## src/rtl/mult_rr_scheduler_pkg.sv

```systemverilog
// -----------------------------------------------------------------------------
// mult_rr_scheduler_pkg
// Shared constants for the multiplier scheduler: operand/product widths of the
// shared 8x8 multiplier, its default latency, and a clog2 helper used to size
// ids, counters and pointers.
// -----------------------------------------------------------------------------
package mult_rr_scheduler_pkg;

    localparam int MULT_A_W             = 8;
    localparam int MULT_B_W             = 8;
    localparam int MULT_C_W             = 16;
    localparam int MULT_LATENCY_DEFAULT = 1;

    // Ceiling log2; clog2(1) = 0, clog2(2) = 1, clog2(5) = 3.
    function automatic int clog2(input int value);
        int result;
        result = 32'sd0;
        for (int v = value - 32'sd1; v > 32'sd0; v = v >> 1) begin
            result = result + 32'sd1;
        end
        return result;
    endfunction

endpackage

```

## src/rtl/mult_result_fifo.sv

```systemverilog
// -----------------------------------------------------------------------------
// mult_result_fifo
// Synchronous first-word-fall-through FIFO holding tagged multiplier results.
// The head entry is visible on pop_data whenever count is non-zero; pop_data
// reads as zero while empty so nothing stale ever leaks out.
//
// Ports:
//   clk        clock
//   reset      asynchronous active-low reset (empties the FIFO)
//   push       write push_data at the next edge
//   push_data  entry to store
//   pop        consume the head entry at the next edge
//   pop_data   current head entry (zero when empty)
//   count      number of stored entries
// -----------------------------------------------------------------------------
module mult_result_fifo
    import mult_rr_scheduler_pkg::*;
#(
    parameter int DEPTH = 2,
    parameter int WIDTH = 18
) (
    input  logic                        clk,
    input  logic                        reset,
    input  logic                        push,
    input  logic [WIDTH-1:0]            push_data,
    input  logic                        pop,
    output logic [WIDTH-1:0]            pop_data,
    output logic [clog2(DEPTH+1)-1:0]   count
);

    localparam int CW = clog2(DEPTH + 1);
    localparam int AW = (DEPTH > 1) ? clog2(DEPTH) : 1;

    logic [WIDTH-1:0] mem_r [DEPTH];
    logic [AW-1:0]    wr_ptr_r;
    logic [AW-1:0]    rd_ptr_r;
    logic [CW-1:0]    count_r;
    logic             full_s;
    logic             empty_s;
    logic             do_push_s;
    logic             do_pop_s;

    // Pointer increment with explicit wrap so non-power-of-two depths work.
    function automatic logic [AW-1:0] next_ptr(input logic [AW-1:0] p);
        return (p == AW'(DEPTH - 1)) ? '0 : p + AW'(1'b1);
    endfunction

    assign full_s    = (count_r == CW'(DEPTH));
    assign empty_s   = (count_r == '0);
    assign do_pop_s  = pop & ~empty_s;
    // A push into a full FIFO is only accepted when the head leaves that cycle.
    assign do_push_s = push & (~full_s | do_pop_s);
    assign count     = count_r;

    // Read/write pointers and occupancy counter.
    always_ff @(posedge clk or negedge reset) begin
        if (!reset) begin
            wr_ptr_r <= '0;
            rd_ptr_r <= '0;
            count_r  <= '0;
        end else begin
            if (do_push_s) begin
                wr_ptr_r <= next_ptr(wr_ptr_r);
            end
            if (do_pop_s) begin
                rd_ptr_r <= next_ptr(rd_ptr_r);
            end
            case ({do_push_s, do_pop_s})
                2'b10:   count_r <= count_r + CW'(1'b1);
                2'b01:   count_r <= count_r - CW'(1'b1);
                default: count_r <= count_r;
            endcase
        end
    end

    // Entry storage.
    always_ff @(posedge clk or negedge reset) begin
        if (!reset) begin
            for (int i = 0; i < DEPTH; i++) begin
                mem_r[i] <= '0;
            end
        end else if (do_push_s) begin
            mem_r[wr_ptr_r] <= push_data;
        end
    end

    // Fall-through head, forced to zero while empty.
    always_comb begin
        pop_data = '0;
        if (!empty_s) begin
            pop_data = mem_r[rd_ptr_r];
        end else begin
            pop_data = '0;
        end
    end

endmodule

```

## src/rtl/mult_rr_scheduler.sv

```systemverilog
// -----------------------------------------------------------------------------
// mult_rr_scheduler
// Shares one external registered 8x8 multiplier between N requesters. A
// round-robin arbiter grants at most one operand pair per cycle, gated by a
// credit check so every issued product is guaranteed a result FIFO slot. Each
// issue is tagged with the requester id; the tag travels alongside the
// multiplier pipeline and is paired with mult_C when it emerges, then returned
// in issue order on a single valid/ready response channel.
//
// Ports:
//   clk, reset                        clock, asynchronous active-low reset
//   req_valid/req_ready               per-requester handshake (ready one-hot)
//   req_A/req_B, req_A_sign/req_B_sign flattened operands and sign selects
//   mult_A/mult_B, mult_*_sign        operands to the shared multiplier
//   mult_HALF_0                       multiplier half mode, always 0
//   mult_C                            registered multiplier product
//   resp_valid/resp_ready             result channel handshake
//   resp_id, resp_C                   requester id and product of the head
//   idle                              nothing in flight and FIFO empty
//   ops_count                         issued operation counter (wraps)
// -----------------------------------------------------------------------------
module mult_rr_scheduler
    import mult_rr_scheduler_pkg::*;
#(
    parameter int N            = 4,
    parameter int ID_W         = clog2(N),
    parameter int MULT_LATENCY = MULT_LATENCY_DEFAULT,
    parameter int RES_DEPTH    = 2
) (
    input  logic                    clk,
    input  logic                    reset,
    input  logic [N-1:0]            req_valid,
    output logic [N-1:0]            req_ready,
    input  logic [MULT_A_W*N-1:0]   req_A,
    input  logic [MULT_B_W*N-1:0]   req_B,
    input  logic [N-1:0]            req_A_sign,
    input  logic [N-1:0]            req_B_sign,
    output logic [MULT_A_W-1:0]     mult_A,
    output logic [MULT_B_W-1:0]     mult_B,
    output logic                    mult_A_sign,
    output logic                    mult_B_sign,
    output logic                    mult_HALF_0,
    input  logic [MULT_C_W-1:0]     mult_C,
    output logic                    resp_valid,
    input  logic                    resp_ready,
    output logic [ID_W-1:0]         resp_id,
    output logic [MULT_C_W-1:0]     resp_C,
    output logic                    idle,
    output logic [31:0]             ops_count
);

    localparam int CNT_W  = clog2(RES_DEPTH + 1);
    localparam int OCC_W  = clog2(RES_DEPTH + MULT_LATENCY + 1) + 1;
    localparam int FIFO_W = ID_W + MULT_C_W;

    logic [ID_W-1:0]         ptr_r;
    logic                    run_r;
    logic [31:0]             ops_count_r;
    logic [MULT_LATENCY-1:0] tag_valid_r;
    logic [ID_W-1:0]         tag_id_r [MULT_LATENCY];

    logic [CNT_W-1:0]        fifo_count_s;
    logic [FIFO_W-1:0]       fifo_head_s;
    logic [FIFO_W-1:0]       push_data_s;
    logic                    push_s;
    logic                    pop_s;
    logic [OCC_W-1:0]        in_flight_s;
    logic [OCC_W-1:0]        occupancy_s;
    logic                    issue_ok_s;
    logic [ID_W:0]           cand_s;
    logic                    grant_found_s;
    logic [ID_W-1:0]         grant_id_s;

    assign resp_valid  = (fifo_count_s != '0);
    assign pop_s       = resp_valid & resp_ready;
    assign mult_HALF_0 = 1'b0;
    assign ops_count   = ops_count_r;

    // Count operations currently travelling through the multiplier.
    always_comb begin
        in_flight_s = '0;
        for (int s = 0; s < MULT_LATENCY; s++) begin
            if (tag_valid_r[s]) begin
                in_flight_s = in_flight_s + OCC_W'(1'b1);
            end else begin
                in_flight_s = in_flight_s;
            end
        end
    end

    // Every in-flight op already owns a FIFO slot; a slot freed by this
    // cycle's pop can be handed out immediately, which keeps 1 op/cycle
    // throughput but makes req_ready combinational on resp_ready.
    assign occupancy_s = in_flight_s + OCC_W'(fifo_count_s) - OCC_W'(pop_s);
    assign issue_ok_s  = run_r && (occupancy_s < OCC_W'(RES_DEPTH));

    // Round-robin search: first valid requester at or after ptr, modulo N.
    always_comb begin
        grant_found_s = 1'b0;
        grant_id_s    = '0;
        cand_s        = '0;
        for (int k = 0; k < N; k++) begin
            cand_s = {1'b0, ptr_r} + (ID_W+1)'(k);
            if (cand_s >= (ID_W+1)'(N)) begin
                cand_s = cand_s - (ID_W+1)'(N);
            end else begin
                cand_s = cand_s;
            end
            if (issue_ok_s && !grant_found_s && req_valid[cand_s[ID_W-1:0]]) begin
                grant_found_s = 1'b1;
                grant_id_s    = cand_s[ID_W-1:0];
            end else begin
                grant_found_s = grant_found_s;
            end
        end
    end

    // One-hot grant and operand steering to the multiplier; all zero when idle.
    always_comb begin
        req_ready   = '0;
        mult_A      = '0;
        mult_B      = '0;
        mult_A_sign = 1'b0;
        mult_B_sign = 1'b0;
        for (int i = 0; i < N; i++) begin
            if (grant_found_s && (grant_id_s == ID_W'(i))) begin
                req_ready[i] = 1'b1;
                mult_A       = req_A[i*MULT_A_W +: MULT_A_W];
                mult_B       = req_B[i*MULT_B_W +: MULT_B_W];
                mult_A_sign  = req_A_sign[i];
                mult_B_sign  = req_B_sign[i];
            end else begin
                req_ready[i] = 1'b0;
            end
        end
    end

    // Round-robin pointer, issue counter, and post-reset run enable that keeps
    // req_ready low while reset is held.
    always_ff @(posedge clk or negedge reset) begin
        if (!reset) begin
            ptr_r       <= '0;
            run_r       <= 1'b0;
            ops_count_r <= 32'd0;
        end else begin
            run_r <= 1'b1;
            if (grant_found_s) begin
                ptr_r       <= (grant_id_s == ID_W'(N - 1)) ? '0 : grant_id_s + ID_W'(1'b1);
                ops_count_r <= ops_count_r + 32'd1;
            end
        end
    end

    // Tag pipeline mirrors the multiplier latency so the last stage lines up
    // with the product; clearing it on reset is what discards stale mult_C.
    always_ff @(posedge clk or negedge reset) begin
        if (!reset) begin
            tag_valid_r <= '0;
            for (int s = 0; s < MULT_LATENCY; s++) begin
                tag_id_r[s] <= '0;
            end
        end else begin
            tag_valid_r[0] <= grant_found_s;
            tag_id_r[0]    <= grant_id_s;
            for (int s = 1; s < MULT_LATENCY; s++) begin
                tag_valid_r[s] <= tag_valid_r[s-1];
                tag_id_r[s]    <= tag_id_r[s-1];
            end
        end
    end

    assign push_s      = tag_valid_r[MULT_LATENCY-1];
    assign push_data_s = {tag_id_r[MULT_LATENCY-1], mult_C};

    mult_result_fifo #(
        .DEPTH (RES_DEPTH),
        .WIDTH (FIFO_W)
    ) u_result_fifo (
        .clk       (clk),
        .reset     (reset),
        .push      (push_s),
        .push_data (push_data_s),
        .pop       (pop_s),
        .pop_data  (fifo_head_s),
        .count     (fifo_count_s)
    );

    assign {resp_id, resp_C} = fifo_head_s;
    assign idle = (in_flight_s == '0) && (fifo_count_s == '0);

endmodule

```

## config.mk

```make
export PLATFORM = sky130hd
export DESIGN_NAME = mult_rr_scheduler
export DESIGN_NICKNAME = d
export VERILOG_FILES = /design/src/rtl/mult_rr_scheduler_pkg.sv /design/src/rtl/mult_result_fifo.sv /design/src/rtl/mult_rr_scheduler.sv
export SDC_FILE = /design/constraint.sdc
export NUM_CORES = 1
export LEC_CHECK = 0
export ABC_AREA = 1
export BUFFER_PORTS_ARGS = -buffer_cell sky130_fd_sc_hd__buf_2
export CAP_MARGIN = 0
export CELL_PAD_IN_SITES_DETAIL_PLACEMENT = 1
export CELL_PAD_IN_SITES_GLOBAL_PLACEMENT = 1
export CORE_MARGIN = 5
export CORE_UTILIZATION = 37
export DETAILED_ROUTE_END_ITERATION = 6
export MAX_ROUTING_LAYER = met4
export PLACE_DENSITY = 0.81
export SYNTH_ARGS = -nofsm -noshare
export SYNTH_HDL_FRONTEND = slang
export SYNTH_HIERARCHICAL = 1
export SYNTH_SLANG_ARGS = --single-unit
```

## constraint.sdc

```tcl
create_clock -name clk -period 9.45 [get_ports clk]
set_input_delay 2.835 -clock clk [delete_from_list [all_inputs] [get_ports clk]]
set_output_delay 2.835 -clock clk [all_outputs]
set_load 0.02 [all_outputs]
```

==> flow_summary.json <==
{
  "viasPerCell": 5.049,
  "clock_path_buffers": 2,
  "r2r_cells": 17,
  "vias": 5736,
  "ys_ff_latch": 78,
  "fp.dieW_um": 133.7,
  "clkTransAtPathRegs_ps": 60,
  "startpoint_type": "input pin",
  "cp_max_fo": 14,
  "hold_end": "u_result_fifo/mem_r[18]",
  "final-setup-viol-count": 0,
  "crit_path_max_incr_delay_ps": 480,
  "hold_viol_final": 0,
  "period_share_pct": 96.33,
  "grt_pass1_wl_mm": 29.70,
  "rsz0062_at_grt": "no",
  "seq_area_frac_synth_pct": 34.47,
  "die_h_um": 133.7,
  "cts_tree": "built",
  "reg2reg_slack_ps": 5320,
  "fmax_mhz": 109.9,
  "tns_ps": 0,
  "drt_iter0_drc": 226,
  "grt_util_met2_pct": 33.63,
  "whs_path_depth": 2,
  "finalNetCount": 1045,
  "placed_cells": 1119,
  "ant_nets": 0,
  "grt.busiest_layer": "met2",
  "hold_ws_ps": 471.9,
  "drive_gt1_share_pct": 25.87,
  "regToRegStartpoint": "push_s",
  "gp_congestion": 0.8651,
  "cts_hold_buf": 0,
  "stdcell_count": 1136,
  "drv_cap": 0,
  "crit_chain": "buf_2 > o21a_1 > ha_1 > or2_2 > fa_1 > nand2_1 > inv_1 > nand3_1 > nor2_1 > nand2_1 > inv_1 > nand3_1 > o21bai_1 > a21oi_1 > inv_1 > ha_1 > buf_4 > nand3_1 > nand2_1 > inv_1 > a21oi_2 > buf_2",
  "cp-end-kind": "primary output",
  "core.rowCount": 45,
  "hold_start": "u_result_fifo/mem_r[18]",
  "cts_sinks": 78,
  "synth.net_count": 901,
  "status": "complete, no violations",
  "power.total_uw": 2662,
  "dr.pass1.iters": 7,
  "cts_root_buf": "clkbuf_16",
  "die_area_um2": 17880,
  "peakVddDrop_uv": 194.4,
  "grt_use_met3_pct": 3.927,
  "path_buf_inv": 7,
  "cp_slowest_cell": "fa_1",
  "synth.distinct_cells": 40,
  "ioPinCount": 170,
  "avgRoutedWirePerCell_um": 15.87,
  "grt_antenna_before_repair": 1,
  "multiInputGateArea_um2": 3009,
  "drc": 0,
  "crit_type": "input pin to primary output",
  "crit_family": "adder cells",
  "n_fill_cell": 1994,
  "start_util_pct": 37.53,
  "grt.overflow.total": 0,
  "insertion_delay_ps": 340,
  "report.final.slew_viol_count": 0,
  "syn_area_um2": 5663,
  "syn2layout_area_growth_pct": 20.61,
  "cp.arrival_ps": 6270,
  "cts_made_buffers": 9,
  "synthCells": 798,
  "holdCritPathClass": "flop to flop",
  "register_area_um2": 1952,
  "cp_data_required_time_ps": 6620,
  "ys_warn_count": 6,
  "wirelength_mm": 18.03,
  "avgSynthCellArea_um2": 7.096,
  "hpwl_mm": 13.11,
  "grt_usage_pct": 20.87,
  "tightest_slew_ps": 996.5,
  "cts-htree-levels": 3,
  "r2r-end": "ops_count[10]",
  "met1_usage_pct": 26.64,
  "io_buffers": 168,
  "grt_pass1_vias": 5936,
  "skew_ps": 9.349,
  "period_needed_ps": 9103,
  "core_area_um2": 15090,
  "slew_headroom_pct": 33.57,
  "grt_max_degree": 79,
  "power_density_nw_per_um2": 389.7,
  "leakage_uw": 0.003781,
  "cpMostUsedCell": "inv_1"
}
-- where the power goes --
group | switching, uW | internal [uW] | leakage (uW)
combinational | 1150 | 522 | 0.00261
clock | 145 | 267 | 0.000173
sequential | 121 | 452 | 0.00100
total | 1420 | 1240 | 0.00378
-- synth_stat cells, drive strengths merged --
| cell | count | area (um2) |
|---|---|---|
| o21ai | 14 | 70.07 |
| nand2 | 271 | 1065 |
| or2 | 2 | 12.51 |
| buf | 35 | 330.3 |
| fa | 1 | 20.02 |
| nor2 | 64 | 245.2 |
| o21bai | 1 | 7.510 |
| nand4 | 45 | 296.5 |
| nand3 | 75 | 417.9 |
| xnor2 | 3 | 26.28 |
| nand3b | 1 | 7.510 |
| o21a | 1 | 7.510 |
| mux2 | 8 | 120.1 |
| ha | 7 | 87.58 |
| xor2 | 29 | 254.0 |
| nor3 | 17 | 85.08 |
| inv | 91 | 344.1 |
| clkbuf | 8 | 33.79 |
| conb | 2 | 7.510 |
| a21oi | 38 | 231.5 |
| dfrtp | 78 | 1952 |
| nor4 | 5 | 31.28 |
| clkinv | 1 | 3.750 |
| o22ai | 1 | 6.260 |
-- worst register-to-register path, cell delays in order (launching register included) --
cell	delay, ps
dfrtp_1	320
buf_4	400
inv_1	120
ha_1	290
or2_2	300
fa_1	480
nand2_1	50
inv_1	50
nand3_1	120
inv_1	140
nand3_2	180
nand4_4	420
buf_4	540
nand2_1	230
nor2_2	190
nand2_1	80
nand2_1	70
nand2_1	50
-- registers in the layout, indices dropped and copies added, names as in the netlist --
signal	flops
u_result_fifo/count	2
push_s	1
u_result_fifo/rd_ptr_r	1
u_result_fifo/mem_r	36
u_result_fifo/wr_ptr_r	1
tag_id_r	2
run_r	1
ptr_r	2
ops_count	32
-- layout make-up --
class / instances / area share, %
inverter: 92 / 5.093
tap: 188 / 3.444
clock inverter: 6 / 1.704
antenna: 1 / 0.03664
sequential: 78 / 28.58
timing repair buffer: 176 / 13.59
clock buffer: 10 / 3.499
multi-input combinational: 585 / 44.06
-- worst max-delay path by stage --
stage / startpoint / to / slack (ps) / cells past startpoint
after global routing: resp_ready / mult_B[6] / 10 / 22
after detailed placement: resp_ready / mult_B[5] / 320 / 20
after global placement: resp_ready / mult_B[5] / 440 / 24
after CTS: resp_ready / mult_B[5] / 310 / 21
final: resp_ready / mult_B[5] / 350 / 22
after floorplan: resp_ready / mult_A_sign / 480 / 21
-- stage by stage --
step                      area (um2)  setup WS [ps]  util, %
after floorplan                 5663          484.7        -
after global placement          6462          444.6    42.83
after detailed placement        6462          319.6    42.83
after CTS                       6818          306.0    45.18
after global routing            6830          14.73    45.27
final                           6830          347.0    45.27
-- routing by layer --
layer	wire, um	vias to the layer above
li1	-	2833
met1	8098	2726
met2	8712	153
met3	878	24
met4	342	0
met5	0	-
-- cells by family after synthesis --
kind of cell	count (synthesis)	synth area share, %
XOR/XNOR	32	4.949
other	2	0.1326
flip-flops	78	34.47
AND/OR/NAND/NOR	480	38.16
AO/OA/AOI/OAI	55	5.701
buffers and inverters	135	12.57
adder cells (fa/ha/maj)	8	1.900
multiplexers	8	2.121
-- cells in the final DEF (no fill, tap or decap), types with 3 or more instances in the layout --
cell / netlist / final
inv_1: 84 / 84
mux2_4: 8 / 8
nor3_1: 17 / 16
a21oi_1: 27 / 27
nor2_1: 62 / 62
nand4_1: 44 / 44
xnor2_1: 3 / 3
buf_4: 6 / 7
inv_2: 6 / 6
xor2_1: 29 / 29
a21oi_2: 11 / 11
o21ai_1: 12 / 12
dfrtp_1: 78 / 78
nand3_4: 3 / 3
buf_2: 9 / 167
bufinv_16: 0 / 3
nand2_2: 13 / 15
nor4_1: 5 / 5
ha_1: 7 / 7
clkbuf_16: 0 / 9
nand3_1: 71 / 71
nand2_1: 256 / 254
-- what timing repair did --
item,4_1_cts,5_1_grt
endpoints found under the hold margin,0,0
setup buffers,0,0
gates resized for setup,0,3
setup endpoints to repair,0,11
Note: power is estimated with default switching activity, not from simulation.
